$ cat src/rtl/fifo_v4.sv
// fifo_v4: synchronous valid/ready FIFO with an arbitrary depth, a fill count,
// programmable almost-full/almost-empty flags and optional fall-through.
// Optional high-water mark: define FIFO_V4_WATERMARK_EN to add clr_max_i / max_usage_o.
module fifo_v4 #(
  parameter logic        FALL_THROUGH = 1'b0,
  parameter int unsigned DATA_WIDTH   = 32,
  parameter int unsigned DEPTH        = 8,
  parameter int unsigned ALM_FULL_TH  = DEPTH - 1,
  parameter int unsigned ALM_EMPTY_TH = 1,
  parameter int unsigned ADDR_DEPTH   = (DEPTH > 1) ? $clog2(DEPTH) : 1
) (
  input  logic                  clk_i,
  input  logic                  rst_i,
  input  logic                  flush_i,
  input  logic                  testmode_i,
  input  logic [DATA_WIDTH-1:0] data_i,
  input  logic                  valid_i,
  output logic                  ready_o,
  output logic [DATA_WIDTH-1:0] data_o,
  output logic                  valid_o,
  input  logic                  ready_i,
  output logic [ADDR_DEPTH:0]   usage_o,
  output logic                  full_o,
  output logic                  empty_o,
  output logic                  alm_full_o,
  output logic                  alm_empty_o
`ifdef FIFO_V4_WATERMARK_EN
  ,
  input  logic                  clr_max_i,
  output logic [ADDR_DEPTH:0]   max_usage_o
`endif
);

  localparam int unsigned PTR_W = ADDR_DEPTH;
  localparam int unsigned CNT_W = ADDR_DEPTH + 1;

  // Elaboration-time parameter legality
  if (DEPTH < 1 || DEPTH > 65536) begin : g_bad_depth
    $error("fifo_v4: DEPTH must be within 1..65536");
  end
  if (ADDR_DEPTH != ((DEPTH > 1) ? $clog2(DEPTH) : 1)) begin : g_bad_addr
    $error("fifo_v4: ADDR_DEPTH is derived and must not be overridden");
  end
  // DEPTH=1 with the default threshold yields 0, which is accepted as "always almost full"
  if (ALM_FULL_TH > DEPTH || (ALM_FULL_TH < 1 && DEPTH != 1)) begin : g_bad_afull
    $error("fifo_v4: ALM_FULL_TH must be within 1..DEPTH");
  end
  if (ALM_EMPTY_TH > DEPTH - 1) begin : g_bad_aempty
    $error("fifo_v4: ALM_EMPTY_TH must be within 0..DEPTH-1");
  end

  logic [DATA_WIDTH-1:0] mem [DEPTH];
  logic [PTR_W-1:0]      wr_ptr;
  logic [PTR_W-1:0]      rd_ptr;
  logic [PTR_W-1:0]      wr_ptr_n;
  logic [PTR_W-1:0]      rd_ptr_n;
  logic [CNT_W-1:0]      count;
  logic [CNT_W-1:0]      usage_n;
  logic                  push;
  logic                  pop;
  logic                  bypass;
  logic                  push_w;
  logic                  pop_w;
  logic                  gate_en;

  // Status flags come from the registered count only
  always_comb begin
    full_o      = (count == CNT_W'(DEPTH));
    empty_o     = (count == '0);
    alm_full_o  = (count >= CNT_W'(ALM_FULL_TH));
    alm_empty_o = (count <= CNT_W'(ALM_EMPTY_TH));
    usage_o     = count;
  end

  // Handshake, fall-through bypass and head-data selection
  always_comb begin
    ready_o = ~full_o;
    valid_o = ~empty_o | (FALL_THROUGH & valid_i);
    push    = valid_i & ready_o;
    pop     = valid_o & ready_i;
    // Empty FIFO with push and pop together: word goes straight through, state untouched
    bypass  = FALL_THROUGH & empty_o & push & pop;
    push_w  = push & ~bypass & ~flush_i;
    pop_w   = pop & ~bypass & ~flush_i;
    gate_en = push_w | testmode_i;
    if (FALL_THROUGH && empty_o && valid_i) begin
      data_o = data_i;
    end else begin
      data_o = mem[rd_ptr];
    end
  end

  // Next pointers (wrap at DEPTH-1) and next count
  always_comb begin
    wr_ptr_n = wr_ptr;
    rd_ptr_n = rd_ptr;
    usage_n  = count;
    if (flush_i) begin
      wr_ptr_n = '0;
      rd_ptr_n = '0;
      usage_n  = '0;
    end else begin
      if (push_w) begin
        wr_ptr_n = (wr_ptr == PTR_W'(DEPTH - 1)) ? '0 : wr_ptr + PTR_W'(1);
      end
      if (pop_w) begin
        rd_ptr_n = (rd_ptr == PTR_W'(DEPTH - 1)) ? '0 : rd_ptr + PTR_W'(1);
      end
      if (push_w && !pop_w) begin
        usage_n = count + CNT_W'(1);
      end else if (pop_w && !push_w) begin
        usage_n = count - CNT_W'(1);
      end
    end
  end

  // Pointer and count registers
  always_ff @(posedge clk_i or posedge rst_i) begin
    if (rst_i) begin
      wr_ptr <= '0;
      rd_ptr <= '0;
      count  <= '0;
    end else begin
      wr_ptr <= wr_ptr_n;
      rd_ptr <= rd_ptr_n;
      count  <= usage_n;
    end
  end

  // Storage: an entry changes only on a push to its address; flush leaves contents alone
  always_ff @(posedge clk_i or posedge rst_i) begin
    if (rst_i) begin
      for (int unsigned i = 0; i < DEPTH; i++) begin
        mem[i] <= '0;
      end
    end else if (gate_en) begin
      for (int unsigned i = 0; i < DEPTH; i++) begin
        if (push_w && wr_ptr == PTR_W'(i)) begin
          mem[i] <= data_i;
        end
      end
    end
  end

`ifdef FIFO_V4_WATERMARK_EN
  // High-water mark of the fill count
  always_ff @(posedge clk_i or posedge rst_i) begin
    if (rst_i) begin
      max_usage_o <= '0;
    end else if (flush_i) begin
      max_usage_o <= '0;
    end else if (clr_max_i) begin
      max_usage_o <= push_w ? usage_n : '0;
    end else if (usage_n > max_usage_o) begin
      max_usage_o <= usage_n;
    end
  end
`else
  // No high-water mark in this build
`endif

`ifndef SYNTHESIS
  // Producer must hold valid_i and data_i while backpressured
  a_hold_while_full : assert property (@(posedge clk_i) disable iff (rst_i || flush_i)
    (valid_i && !ready_o) |=> (valid_i && $stable(data_i)))
    else $error("fifo_v4: producer dropped or changed data while ready_o was low");

  // Fill count is bounded by the depth
  a_count_bound : assert property (@(posedge clk_i) disable iff (rst_i)
    count <= CNT_W'(DEPTH))
    else $error("fifo_v4: count exceeds DEPTH");
`endif

endmodule
$ cat config.mk
export PLATFORM = sky130hd
export DESIGN_NAME = fifo_v4
export DESIGN_NICKNAME = d
export VERILOG_FILES = /design/src/rtl/fifo_v4.sv
export SDC_FILE = /design/constraint.sdc
export NUM_CORES = 1
export LEC_CHECK = 0
export ABC_AREA = 1
export BUFFER_PORTS_ARGS = -buffer_cell sky130_fd_sc_hd__buf_2
export CORE_MARGIN = 8
export CORE_UTILIZATION = 65
export DETAILED_ROUTE_END_ITERATION = 16
export GPL_TIMING_DRIVEN = 1
export MAX_ROUTING_LAYER = met4
export PLACE_DENSITY = 0.95
export SYNTH_ARGS = -nofsm -noshare
export SYNTH_HDL_FRONTEND = slang
export SYNTH_SLANG_ARGS = --single-unit
$ cat constraint.sdc
create_clock -name clk_i -period 13.5 [get_ports clk_i]
set_input_delay 2.7 -clock clk_i [delete_from_list [all_inputs] [get_ports clk_i]]
set_output_delay 2.7 -clock clk_i [all_outputs]
set_load 0.05 [all_outputs]
==> results.py <==
metrics = {
    "setup_path": {
        "startpoint": "rd_ptr[0]",
        "crit_path_frequent_cell": "nand2_1",
        "worst-path-buf-inv": 2,
        "critPathArrivalTime_ns": 3.44,
        "path_cells": "buf_4 > o21ai_0 > o22ai_1 > nand2_1 > nand2_1 > buf_2",
        "max_stage_delay_ns": 0.95,
        "endpoint_kind": "primary output",
        "cp.required_ns": 10.80,
        "startpoint_type": "flip-flop",
        "cp_top_family": "buffers and inverters",
        "cpMaxStageDelayCell": "buf_4",
        "setup.worst_path.class": "reg -> out",
        "r2r-start": "usage_o[0]",
        "cp_max_fo": 82,
    },
    "timing": {
        "setup_viol": 0,
        "setup_tns_ns": 0,
        "slew_viol_final": 0,
        "fin_crit_sh_pct": 45.5,
        "hold_slack_ns": 0.477,
        "post-route-min-period_ns": 6.14,
        "fmax_mhz": 163,
        "grt_setup_unrepaired": "false",
        "skew_ns": 0.0159,
        "slew_headroom_pct": 26.0,
        "worst_slew_pin_slew_ns": 1.11,
        "hold_viol": 0,
    },
    "placement": {
        "place.gp.congestion": 0.845,
        "hpwlAfterDp_um": 16000,
        "port_buffers": 78,
    },
    "clock_network": {
        "cts-root-buf": "clkbuf_16",
        "cts_setup_buffers": 0,
        "numCtsBuffers": 28,
        "ctsHoldBuffers": 0,
        "clock_path_buffers": 3,
        "cts_tree": "built",
        "clk_pin_slew_worst_paths_ns": 0.06,
        "cts-resized-gates": 0,
        "cts_max_level": 1,
        "cts_sinks": 266,
        "clkLatencyLatePin_ns": 0.55,
    },
    "drt": {
        "avgViaCountPerCell": 6.26,
        "ant_nets": 0,
        "wl_per_cell_um": 18.8,
        "dr.pass1.iters": 7,
        "first_iter_violations": 1163,
        "drt-total-wl_um": 30700,
        "remaining_drc_errors": 0,
        "vias": 10204,
    },
    "global_routing": {
        "grt_pass1_wl_um": 50100,
        "grt_pass1_vias": 10236,
        "grt_use_total_pct": 26.5,
        "overflow": 0,
        "antenna_found_initial": 0,
        "grt_start_max_net_pins": 125,
    },
    "logic_synthesis": {
        "ys_seq_elements": 266,
        "ys.warnings.count": 0,
        "synth.distinct_cells": 28,
        "ys.flop_type": "dfrtp_1",
        "synth_edf_count": 0,
        "syn_nets": 1399,
        "avgSynthCellArea_sq_um": 8.99,
        "ys_seq_area_share_pct": 54.9,
        "syn_inst": 1350,
        "async_reset_ff_share_pct": 100,
        "syn_area_sq_um": 12100,
    },
    "cells_and_area": {
        "final_util_pct": 72.1,
        "diodes": 0,
        "syn2layout_area_growth_pct": 10.0,
        "drive_gt1_share_pct": 11.7,
        "fin_nets": 1424,
    },
    "power": {
        "cellLeakagePower_nw": 6.44,
        "ir_drop_mv": 0.200,
        "power.density_nw_per_um2": 226,
    },
    "floorplan": {
        "die_x_um": 153,
        "num_io_pins": 80,
        "core_sq_um": 18500,
        "rows": 50,
        "initial_core_util_pct": 65.5,
        "die_h_um": 153,
        "die_area_sq_um": 23300,
    },
    "worst_hold_path": {
        "worstHoldStart": "mem[59]",
        "hp-class": "reg -> reg",
    },
    "status": {
        "status": "complete, no violations",
    },
    "job": {
        "maxCapViolations": 0,
    },
}
[Yosys cell counts, types with 14 or more instances]
master / n / area [sq um]
o22ai_1: 65 / 407
nand2_1: 378 / 1420
o21ai_1: 121 / 606
nor2_1: 68 / 255
clkbuf_1: 28 / 105
buf_2: 32 / 160
mux2i_1: 64 / 641
dfrtp_1: 266 / 6660
inv_1: 46 / 173
o21ai_0: 193 / 966
buf_4: 17 / 128
o21ai_2: 14 / 123
[per-stage QoR]
step                power [mW]  setup WS [ns]  std cells  area [sq um]
CTS                       3.01           7.40       1630         13400
finish                    3.02           7.36       1630         13400
detailed placement        2.20           7.97       1579         12400
global placement          2.15           8.08       1579         12400
floorplan                 1.95           3.47       1350         12100
global route              3.16           7.20       1630         13400
[state kept, by name, summed over array words and instances (netlist names)]
register and flops:
usage_o 4, rd_ptr 3, mem 256, wr_ptr 3
[cells by family after synthesis]
group / share of synthesized area, %
AND/OR/NAND/NOR: 15.4
multiplexers: 5.28
buffers and inverters: 5.71
AO/OA/AOI/OAI: 17.4
XOR/XNOR: 0.217
adder cells (fa/ha/maj): 1.13
flip-flops: 54.9
[placed cells by master (no fill, tap or decap)]
cell        netlist  final
a21oi_1           1      1
buf_2            32     78
buf_4            17      9
bufinv_16         0      3
clkbuf_1         28      8
clkbuf_16         0     28
clkbuf_8          0      6
clkinv_2          1      4
clkinv_8          0      1
clkinvlp_4        0      1
dfrtp_1         266    264
dfrtp_4           0      2
ha_1             11     11
inv_1            46     45
inv_2             4      4
inv_8             0      2
mux2i_1          64     64
nand2_1         378    378
nand2_2           1      1
nand2_4           2      2
nand3_1          11     11
nand3_2           4      4
nand3_4           4      4
nor2_1           68     68
o21ai_0         193    193
o21ai_1         121    121
o21ai_2          14     14
o22ai_1          65     65
o31ai_1           1      1
xnor2_1           2      2
xor2_1            1      1
[layer usage]
metal	track usage [%]	up-vias	wire [um]
met5	-	-	0
met4	11.8	0	956
met3	4.45	95	3000
met2	42.7	613	15000
met1	32.5	4915	11800
li1	-	4581	-
[final cells by class]
| type | instances | area, sq um |
|---|---|---|
| Sequential cell | 266 | 6660 |
| Fill cell | 1212 | 5160 |
| Multi-Input combinational cell | 941 | 4790 |
| Clock buffer | 42 | 813 |
| Timing Repair Buffer | 87 | 458 |
| Tap cell | 234 | 293 |
| Inverter | 51 | 200 |
| Clock inverter | 9 | 140 |
[power breakdown]
part           internal, mW  switching, mW
registers             0.999          0.160
clock network         0.474          0.316
logic                 0.306          0.762
[worst reg2reg max path, delay by kind of cell (launching register included)]
family,cells,cell delay [ns]
AO/OA/AOI/OAI,1,0.14
flip-flops,1,0.46
adder cells (fa/ha/maj),1,0.25
buffers and inverters,3,0.92
AND/OR/NAND/NOR,4,0.90
[worst paths after layout]
path / to / slack (ns) / cells past startpoint
worst max-delay path: data_o[19] / 7.36 / 6
worst min-delay path: mem[59] / 0.48 / 2
worst max register to register: mem[229] / 10.74 / 9
worst min register to register: mem[59] / 0.48 / 2
max in group asynchronous: mem[225] / 9.70 / 3
min in group asynchronous: mem[24] / 2.33 / 2
Note: power is estimated with default switching activity, not from simulation.
